$ cat config.mk
export PLATFORM = sky130hd
export DESIGN_NAME = sdpram_stream_reader_flat
export DESIGN_NICKNAME = d
export VERILOG_FILES = /design/src/rtl/sdpram_stream_reader_if.sv /design/src/rtl/sdpram_stream_reader.sv /design/src/flat_wrapper.sv
export SDC_FILE = /design/constraint.sdc
export NUM_CORES = 1
export LEC_CHECK = 0
export CAP_MARGIN = 10
export CORE_UTILIZATION = 56
export DETAILED_ROUTE_END_ITERATION = 6
export PLACE_DENSITY_LB_ADDON = 0.15
export RECOVER_POWER = 25
export REMOVE_ABC_BUFFERS = 1
export SLEW_MARGIN = 15
export SYNTH_ARGS = -nofsm -noshare
export SYNTH_HDL_FRONTEND = slang
export SYNTH_SLANG_ARGS = --single-unit
export TNS_END_PERCENT = 20
$ cat constraint.sdc
create_clock -name i_rd_clk -period 3.6 [get_ports i_rd_clk]
set_input_delay 0.54 -clock i_rd_clk [delete_from_list [all_inputs] [get_ports i_rd_clk]]
set_output_delay 0.54 -clock i_rd_clk [all_outputs]
set_load 0.02 [all_outputs]
$ cat src/rtl/sdpram_stream_reader_if.sv
// Bus bundle for sdpram_stream_reader: SDPRAM read port plus the outgoing valid/ready stream.
// The master is the reader; the slave side is the RAM together with the downstream sink.
interface sdpram_stream_reader_if #(
  parameter int ADDR_WIDTH = 9,
  parameter int DATA_WIDTH = 8
);
  logic [ADDR_WIDTH-1:0] ram_rd_addr;
  logic                  ram_rd_clk_en;
  logic                  ram_rd_oce;
  logic [DATA_WIDTH-1:0] ram_rd_data;
  logic [DATA_WIDTH-1:0] m_data;
  logic                  m_valid;
  logic                  m_ready;
  logic                  m_last;

  modport master (
    output ram_rd_addr, ram_rd_clk_en, ram_rd_oce,
    input  ram_rd_data,
    output m_data, m_valid, m_last,
    input  m_ready
  );

  modport slave (
    input  ram_rd_addr, ram_rd_clk_en, ram_rd_oce,
    output ram_rd_data,
    input  m_data, m_valid, m_last,
    output m_ready
  );
endinterface

$ cat src/rtl/sdpram_stream_reader.sv
// Reads a contiguous SDPRAM address range and presents it as a valid/ready stream with a last
// marker; a credit-gated skid FIFO absorbs the RAM read latency under back-pressure.
module sdpram_stream_reader #(
  parameter int ADDR_WIDTH = 9,
  parameter int DATA_WIDTH = 8,
  parameter int RD_LATENCY = 2,
  parameter int FIFO_DEPTH = 4
) (
  input  logic                  i_rd_clk,
  input  logic                  i_rd_rst,
  input  logic                  i_start,
  input  logic [ADDR_WIDTH-1:0] i_base_addr,
  input  logic [ADDR_WIDTH:0]   i_length,
  output logic                  o_busy,
  output logic                  o_done,
  sdpram_stream_reader_if.master bus
);

  localparam int PW = $clog2(FIFO_DEPTH);
  localparam int CW = PW + 1;
  localparam logic [ADDR_WIDTH-1:0] ADDR_ONE = 1;
  localparam logic [ADDR_WIDTH:0]   LEN_ONE  = 1;
  localparam logic [PW-1:0]         PTR_ONE  = 1;
  localparam logic [CW-1:0]         CNT_ONE  = 1;

  typedef enum logic [1:0] {S_IDLE, S_READ, S_DRAIN, S_DONE} state_t;

  state_t                r_state;
  state_t                w_state_next;
  logic [ADDR_WIDTH-1:0] r_addr;
  logic [ADDR_WIDTH:0]   r_remaining;
  logic [RD_LATENCY-1:0] r_vld_pipe;
  logic [RD_LATENCY-1:0] r_last_pipe;
  logic [DATA_WIDTH-1:0] r_fifo_data [FIFO_DEPTH];
  logic [FIFO_DEPTH-1:0] r_fifo_last;
  logic [PW-1:0]         r_wr_ptr;
  logic [PW-1:0]         r_rd_ptr;
  logic [CW-1:0]         r_count;

  logic [CW-1:0]         w_inflight;
  logic                  w_credit;
  logic                  w_latch;
  logic                  w_issue;
  logic                  w_issue_last;
  logic [ADDR_WIDTH-1:0] w_issue_addr;
  logic                  w_push;
  logic                  w_pop;

  always_comb begin
    w_inflight = '0;
    for (int i = 0; i < RD_LATENCY; i++) begin
      w_inflight = w_inflight + {{(CW-1){1'b0}}, r_vld_pipe[i]};
    end
  end

  assign w_credit = (int'(r_count) + int'(w_inflight) + 1) <= FIFO_DEPTH;
  assign w_latch  = (r_state == S_IDLE) && i_start && (i_length != '0);
  assign w_push   = r_vld_pipe[RD_LATENCY-1];
  assign w_pop    = bus.m_valid && bus.m_ready;

  // The first read goes out in the same cycle start is accepted, which is what lets the
  // first word reach m_valid RD_LATENCY+1 cycles after start.
  always_comb begin
    w_state_next = r_state;
    w_issue      = 1'b0;
    w_issue_last = 1'b0;
    w_issue_addr = r_addr;
    case (r_state)
      S_IDLE: begin
        if (i_start) begin
          if (i_length == '0) begin
            w_state_next = S_DONE;
          end else begin
            w_issue      = w_credit;
            w_issue_last = (i_length == LEN_ONE);
            w_issue_addr = i_base_addr;
            w_state_next = S_READ;
          end
        end
      end
      S_READ: begin
        w_issue      = w_credit && (r_remaining != '0);
        w_issue_last = (r_remaining == LEN_ONE);
        if ((r_remaining == '0) || (w_issue && w_issue_last)) begin
          w_state_next = S_DRAIN;
        end
      end
      S_DRAIN: begin
        if (w_pop && bus.m_last) begin
          w_state_next = S_DONE;
        end
      end
      S_DONE: w_state_next = S_IDLE;
      default: w_state_next = S_IDLE;
    endcase
  end

  always_ff @(posedge i_rd_clk) begin
    if (i_rd_rst) begin
      r_state     <= S_IDLE;
      r_addr      <= '0;
      r_remaining <= '0;
      r_vld_pipe  <= '0;
      r_last_pipe <= '0;
      r_fifo_last <= '0;
      r_wr_ptr    <= '0;
      r_rd_ptr    <= '0;
      r_count     <= '0;
      for (int i = 0; i < FIFO_DEPTH; i++) begin
        r_fifo_data[i] <= '0;
      end
    end else begin
      r_state <= w_state_next;

      if (w_latch) begin
        r_addr      <= w_issue ? i_base_addr + ADDR_ONE : i_base_addr;
        r_remaining <= w_issue ? i_length - LEN_ONE : i_length;
      end else if (w_issue) begin
        r_addr      <= r_addr + ADDR_ONE;
        r_remaining <= r_remaining - LEN_ONE;
      end

      // Valid and last bits ride alongside the read so they line up with ram_rd_data.
      r_vld_pipe[0]  <= w_issue;
      r_last_pipe[0] <= w_issue && w_issue_last;
      for (int i = 1; i < RD_LATENCY; i++) begin
        r_vld_pipe[i]  <= r_vld_pipe[i-1];
        r_last_pipe[i] <= r_last_pipe[i-1];
      end

      if (w_push) begin
        r_fifo_data[r_wr_ptr] <= bus.ram_rd_data;
        r_fifo_last[r_wr_ptr] <= r_last_pipe[RD_LATENCY-1];
        r_wr_ptr              <= r_wr_ptr + PTR_ONE;
      end
      if (w_pop) begin
        r_rd_ptr <= r_rd_ptr + PTR_ONE;
      end
      case ({w_push, w_pop})
        2'b10:   r_count <= r_count + CNT_ONE;
        2'b01:   r_count <= r_count - CNT_ONE;
        default: r_count <= r_count;
      endcase
    end
  end

  assign bus.ram_rd_addr   = w_issue_addr;
  assign bus.ram_rd_clk_en = ~i_rd_rst;
  assign bus.ram_rd_oce    = ~i_rd_rst;
  assign bus.m_valid       = (r_count != '0);
  assign bus.m_data        = r_fifo_data[r_rd_ptr];
  assign bus.m_last        = r_fifo_last[r_rd_ptr];
  assign o_busy            = (r_state != S_IDLE);
  assign o_done            = (r_state == S_DONE);

endmodule

$ cat src/flat_wrapper.sv
// flat-port wrapper written by rule: the top's interface ports become plain ports
module sdpram_stream_reader_flat 
#(
  parameter int ADDR_WIDTH = 9,
  parameter int DATA_WIDTH = 8,
  parameter int RD_LATENCY = 2,
  parameter int FIFO_DEPTH = 4
)
  (i_rd_clk, i_rd_rst, i_start, i_base_addr, i_length, o_busy, o_done, bus_ram_rd_addr, bus_ram_rd_clk_en, bus_ram_rd_oce, bus_ram_rd_data, bus_m_data, bus_m_valid, bus_m_last, bus_m_ready);
  sdpram_stream_reader_if #(.ADDR_WIDTH(ADDR_WIDTH), .DATA_WIDTH(DATA_WIDTH)) bus_i ();
  input  logic i_rd_clk;
  input  logic i_rd_rst;
  input  logic i_start;
  input  logic [ADDR_WIDTH-1:0] i_base_addr;
  input  logic [ADDR_WIDTH:0] i_length;
  output logic o_busy;
  output logic o_done;
  output wire logic [$bits(bus_i.ram_rd_addr)-1:0] bus_ram_rd_addr;
  output wire logic [$bits(bus_i.ram_rd_clk_en)-1:0] bus_ram_rd_clk_en;
  output wire logic [$bits(bus_i.ram_rd_oce)-1:0] bus_ram_rd_oce;
  input wire logic [$bits(bus_i.ram_rd_data)-1:0] bus_ram_rd_data;
  output wire logic [$bits(bus_i.m_data)-1:0] bus_m_data;
  output wire logic [$bits(bus_i.m_valid)-1:0] bus_m_valid;
  output wire logic [$bits(bus_i.m_last)-1:0] bus_m_last;
  input wire logic [$bits(bus_i.m_ready)-1:0] bus_m_ready;
  assign bus_ram_rd_addr = bus_i.ram_rd_addr;
  assign bus_ram_rd_clk_en = bus_i.ram_rd_clk_en;
  assign bus_ram_rd_oce = bus_i.ram_rd_oce;
  assign bus_i.ram_rd_data = bus_ram_rd_data;
  assign bus_m_data = bus_i.m_data;
  assign bus_m_valid = bus_i.m_valid;
  assign bus_m_last = bus_i.m_last;
  assign bus_i.m_ready = bus_m_ready;
  sdpram_stream_reader #(.ADDR_WIDTH(ADDR_WIDTH), .DATA_WIDTH(DATA_WIDTH), .RD_LATENCY(RD_LATENCY), .FIFO_DEPTH(FIFO_DEPTH)) u_core (.i_rd_clk(i_rd_clk), .i_rd_rst(i_rd_rst), .i_start(i_start), .i_base_addr(i_base_addr), .i_length(i_length), .o_busy(o_busy), .o_done(o_done), .bus(bus_i));
endmodule
==> metrics.md <==
| Metric | Value |
|---|---|
| Outcome | `complete, but fails checks` |
| Violated checks | `max-capacitance violations, max-slew violations` |
| Cell row count | `31` |
| Post-synth cell types | `53` |
| YS warnings | `0` |
| Synth area leader | `edfxtp_1` |
| Gate Count Post-Synth | `438` |
| Largest cells by area after synthesis | `edfxtp_1, dfxtp_1, ha_1` |
| Minimum clock period | `roughly 3600 ps` |
| Worst Setup Start Kind | `primary input` |
| HP Class | `flip-flop to flip-flop` |
| Ys flop type | `dfxtp_1` |
| Worst Path Arrival | `approximately 3000 ps` |
| Seq cells post-synth | `70` |
| Placed cell areas | `about 4800 sq um` |
| Die Wd | `roughly 88 microns` |
| Final Max Tran Viols | `36` |
| Hold buffers post-CTS | `0` |
| CTS tree | `built` |
| Initial antenna violation count | `0` |
| Vias in the first global route | `between 3000 and 4000` |
| Crit path max-delay cell type | `clkdlybuf4s50_1` |
| Detailed Routing Iterations Pass 1 | `4` |
| Port Buf Inserts | `53` |
| RD Place Congestion | `0.876` |
| Nets | `approximately 550` |
| RSZ-0062 raised after global routing | `yes` |
| Peak VDD IR | `between 300 and 400 uV` |
| Effective utilization at floorplan | `57.9%` |
| Async set-reset flop share out of synthesis | `0%` |
| Clock Pin Slew Worst Setup and Hold Paths | `80 ps` |
| EDFF count, synth | `32` |
| CP delay by family, top | `buffers and inverters` |
| Routed Antenna Nets | `0` |
| Hpwl dp | `about 7000 microns` |
| Slew headroom | `-9.68%` |
| Largest net degree at the start of global routing | `36` |
| Vias per cell | `slightly below 6` |
| Crit path required time | `between 3000 and 4000 ps` |
| Hold Vio Cnt, Final | `0` |
| Critical path class | `primary input to output port` |
| CTS Sinks | `70` |
| Dpl ws | `between 40 and 50 ps` |
| First-pass GRT wire length | `approximately 15000 microns` |
| Cell Area, Synth | `about 4200 sq um` |
| Clk_skew | `approximately 13 ps` |
| DR vias | `~3500` |
| CTS max path bufs | `2` |
| Share of the synthesized area in the top cell type | `23.0%` |
| Critical path cell sequence | `clkdlybuf4s50_1, inv_1, ha_1, or3b_2, o41ai_4, buf_2, nand2_1, nand2_1, clkdlybuf4s50_1` |
| Setup WS post-layout | `around 30 ps` |
| Layout cells sized above 1 | `between 10% and 20%` |
| Lkg Pwr | `approximately 2 nW` |
| TritonCTS Buffers | `9` |
| Final setup vio count | `0` |
| Worst path bufs/invs | `4` |
| Global-route usage over all layers | `26.0%` |
| Least-Margin Pin Slew | `between 1500 and 2000 ps` |
| DRT Wirelength | `9690 microns` |
| Iteration-0 DRC Markers | `around 170` |
| Worst setup EP type | `output port` |
| # diodes | `0` |
| PwrDens | `around 580 nW/um^2` |
| Die Y | `a little under 90 microns` |
| Area grow syn2layout | `21.3%` |
| Tcrit/Tclk final | `99.2%` |
| CTS H-tree lvls | `3` |
| DRC errors left | `0` |
| Clock root buffer | `clkbuf_8` |
| # IOs | `54` |
| Achievable Freq | `around 280 MHz` |
| Fin area | `approximately 5100 sq um` |
| Worst-skew pair later-pin latency | `approximately 340 ps` |
| Max incr delay on CP | `between 500 and 600 ps` |
| Max Cap Viol | `1` |
| Die ar. | `7810 sq um` |
| Total gr overflow | `0` |
| Register area share after synthesis | `between 40% and 50%` |
| Drt wl/cell | `between 15 and 20 microns` |
| Synth Area per Inst | `between 9 and 10 sq um` |
| Area of the core | `a little over 7000 sq um` |
| Largest fanout on the critical path | `7` |
## metal layers
layer,global-route usage [%],wire length [microns],up-vias
met1,33.6,4300,1672
met4,10.1,165,0
li1,-,-,1713
met5,0,0,-
met3,4.01,388,15
met2,43.8,4840,107
## Yosys cell counts, types with 4 or more instances
| cell type | n |
|---|---|
| nand2_1 | 53 |
| dfxtp_1 | 38 |
| edfxtp_1 | 32 |
| and2_1 | 27 |
| nor3_1 | 25 |
| ha_1 | 19 |
| nand3_1 | 18 |
| nor2_1 | 17 |
| inv_1 | 15 |
| and3_1 | 14 |
| clkbuf_1 | 14 |
| xnor2_1 | 14 |
| a21oi_1 | 13 |
| a211oi_1 | 10 |
| nand4_1 | 10 |
| mux4_2 | 9 |
| nor4_1 | 9 |
| o31ai_1 | 9 |
| xor2_1 | 9 |
| nor2b_1 | 6 |
| o31a_1 | 6 |
| buf_2 | 5 |
| mux2i_1 | 5 |
| or2_2 | 5 |
| nand2b_1 | 4 |
| nor3b_1 | 4 |
| or3_1 | 4 |
| or4_1 | 4 |
## area by class of cell
cell class              count  area [sq um]
clock buffers              11           153
clock inverters             5          32.5
flip-flops and latches     70          1720
multi-input cells         328          2310
repair buffers             71           669
inverters                  16          60.1
well taps                  99           124
fillers                   582          2150
## where the power goes
| part | leakage, nW | internal (mW) | switching [mW] |
|---|---|---|---|
| registers | 0.642 | 0.957 | 0.132 |
| logic | 1.26 | 0.544 | 0.714 |
| clock network | 0.0948 | 0.291 | 0.302 |
## worst paths after layout
check,start,to,slack [ps],cells past startpoint
worst max-delay path,i_length[0],bus_ram_rd_addr[6],30,9
worst min-delay path,u_core.r_last_pipe[0]$_SDFF_PP0_,u_core.r_last_pipe[1]$_SDFF_PP0_,460,1
worst max register to register,u_core.r_vld_pipe[0]$_SDFF_PP0_,u_core.r_remaining[3]$_SDFFE_PP0P_,760,8
worst min register to register,u_core.r_last_pipe[0]$_SDFF_PP0_,u_core.r_last_pipe[1]$_SDFF_PP0_,460,1
## flip-flops by register name (all words and copies together) (netlist names), named ones only
signal              cells
u_core.r_fifo_data     32
u_core.r_vld_pipe       2
u_core.r_addr           9
u_core.r_remaining     10
u_core.r_fifo_last      4
u_core.r_state          2
u_core.r_last_pipe      2
u_core.r_wr_ptr         2
u_core.r_count          3
u_core.r_rd_ptr         2
## per-stage QoR
stage	instances	util (%)	TNS, ps	hold WS, ps	power (mW)
detailed placement	580	67.0	0	453	2.33
finish	600	70.3	0	462	2.94
global route	600	70.3	-97.2	483	3.13
global placement	580	67.0	0	446	2.31
floorplan	414	-	-12350	414	1.90
CTS	596	69.6	0	463	2.92
## logic make-up after synthesis
kind of cell	after synthesis	share of synthesized area, %
muxes	14	6.05
AOI/OAI and AO/OA	60	10.2
and+or+nand+nor	210	27.1
DFF	70	41.2
xor gates and xnor gates	23	4.82
adders and majority gates	21	6.65
buffers and inverters	40	4.01
## cells in the final DEF, fill, tap and decap left out, drive strengths merged, types with 7 or more instances in the layout
cell,netlist,layout
nor3,25,25
xnor2,14,14
ha,19,19
o31ai,9,9
nand3,18,18
nor4,10,10
and3,14,14
inv,16,17
dlymetal6s2s,0,7
xor2,9,9
a211oi,10,10
clkbuf,14,14
and2,27,27
a21oi,13,13
mux4,9,9
dfxtp,38,38
nand2,53,53
edfxtp,32,32
buf,10,15
clkdlybuf4s50,0,45
nor2,17,17
nand4,10,10
## repair_timing
action                     in CTS  in global routing
resized for setup               0                 11
setup endpoints to repair       0                  9
setup buffers                   0                  3
hold endpoints to repair        0                  0
Power figures use the tool's default switching activity.
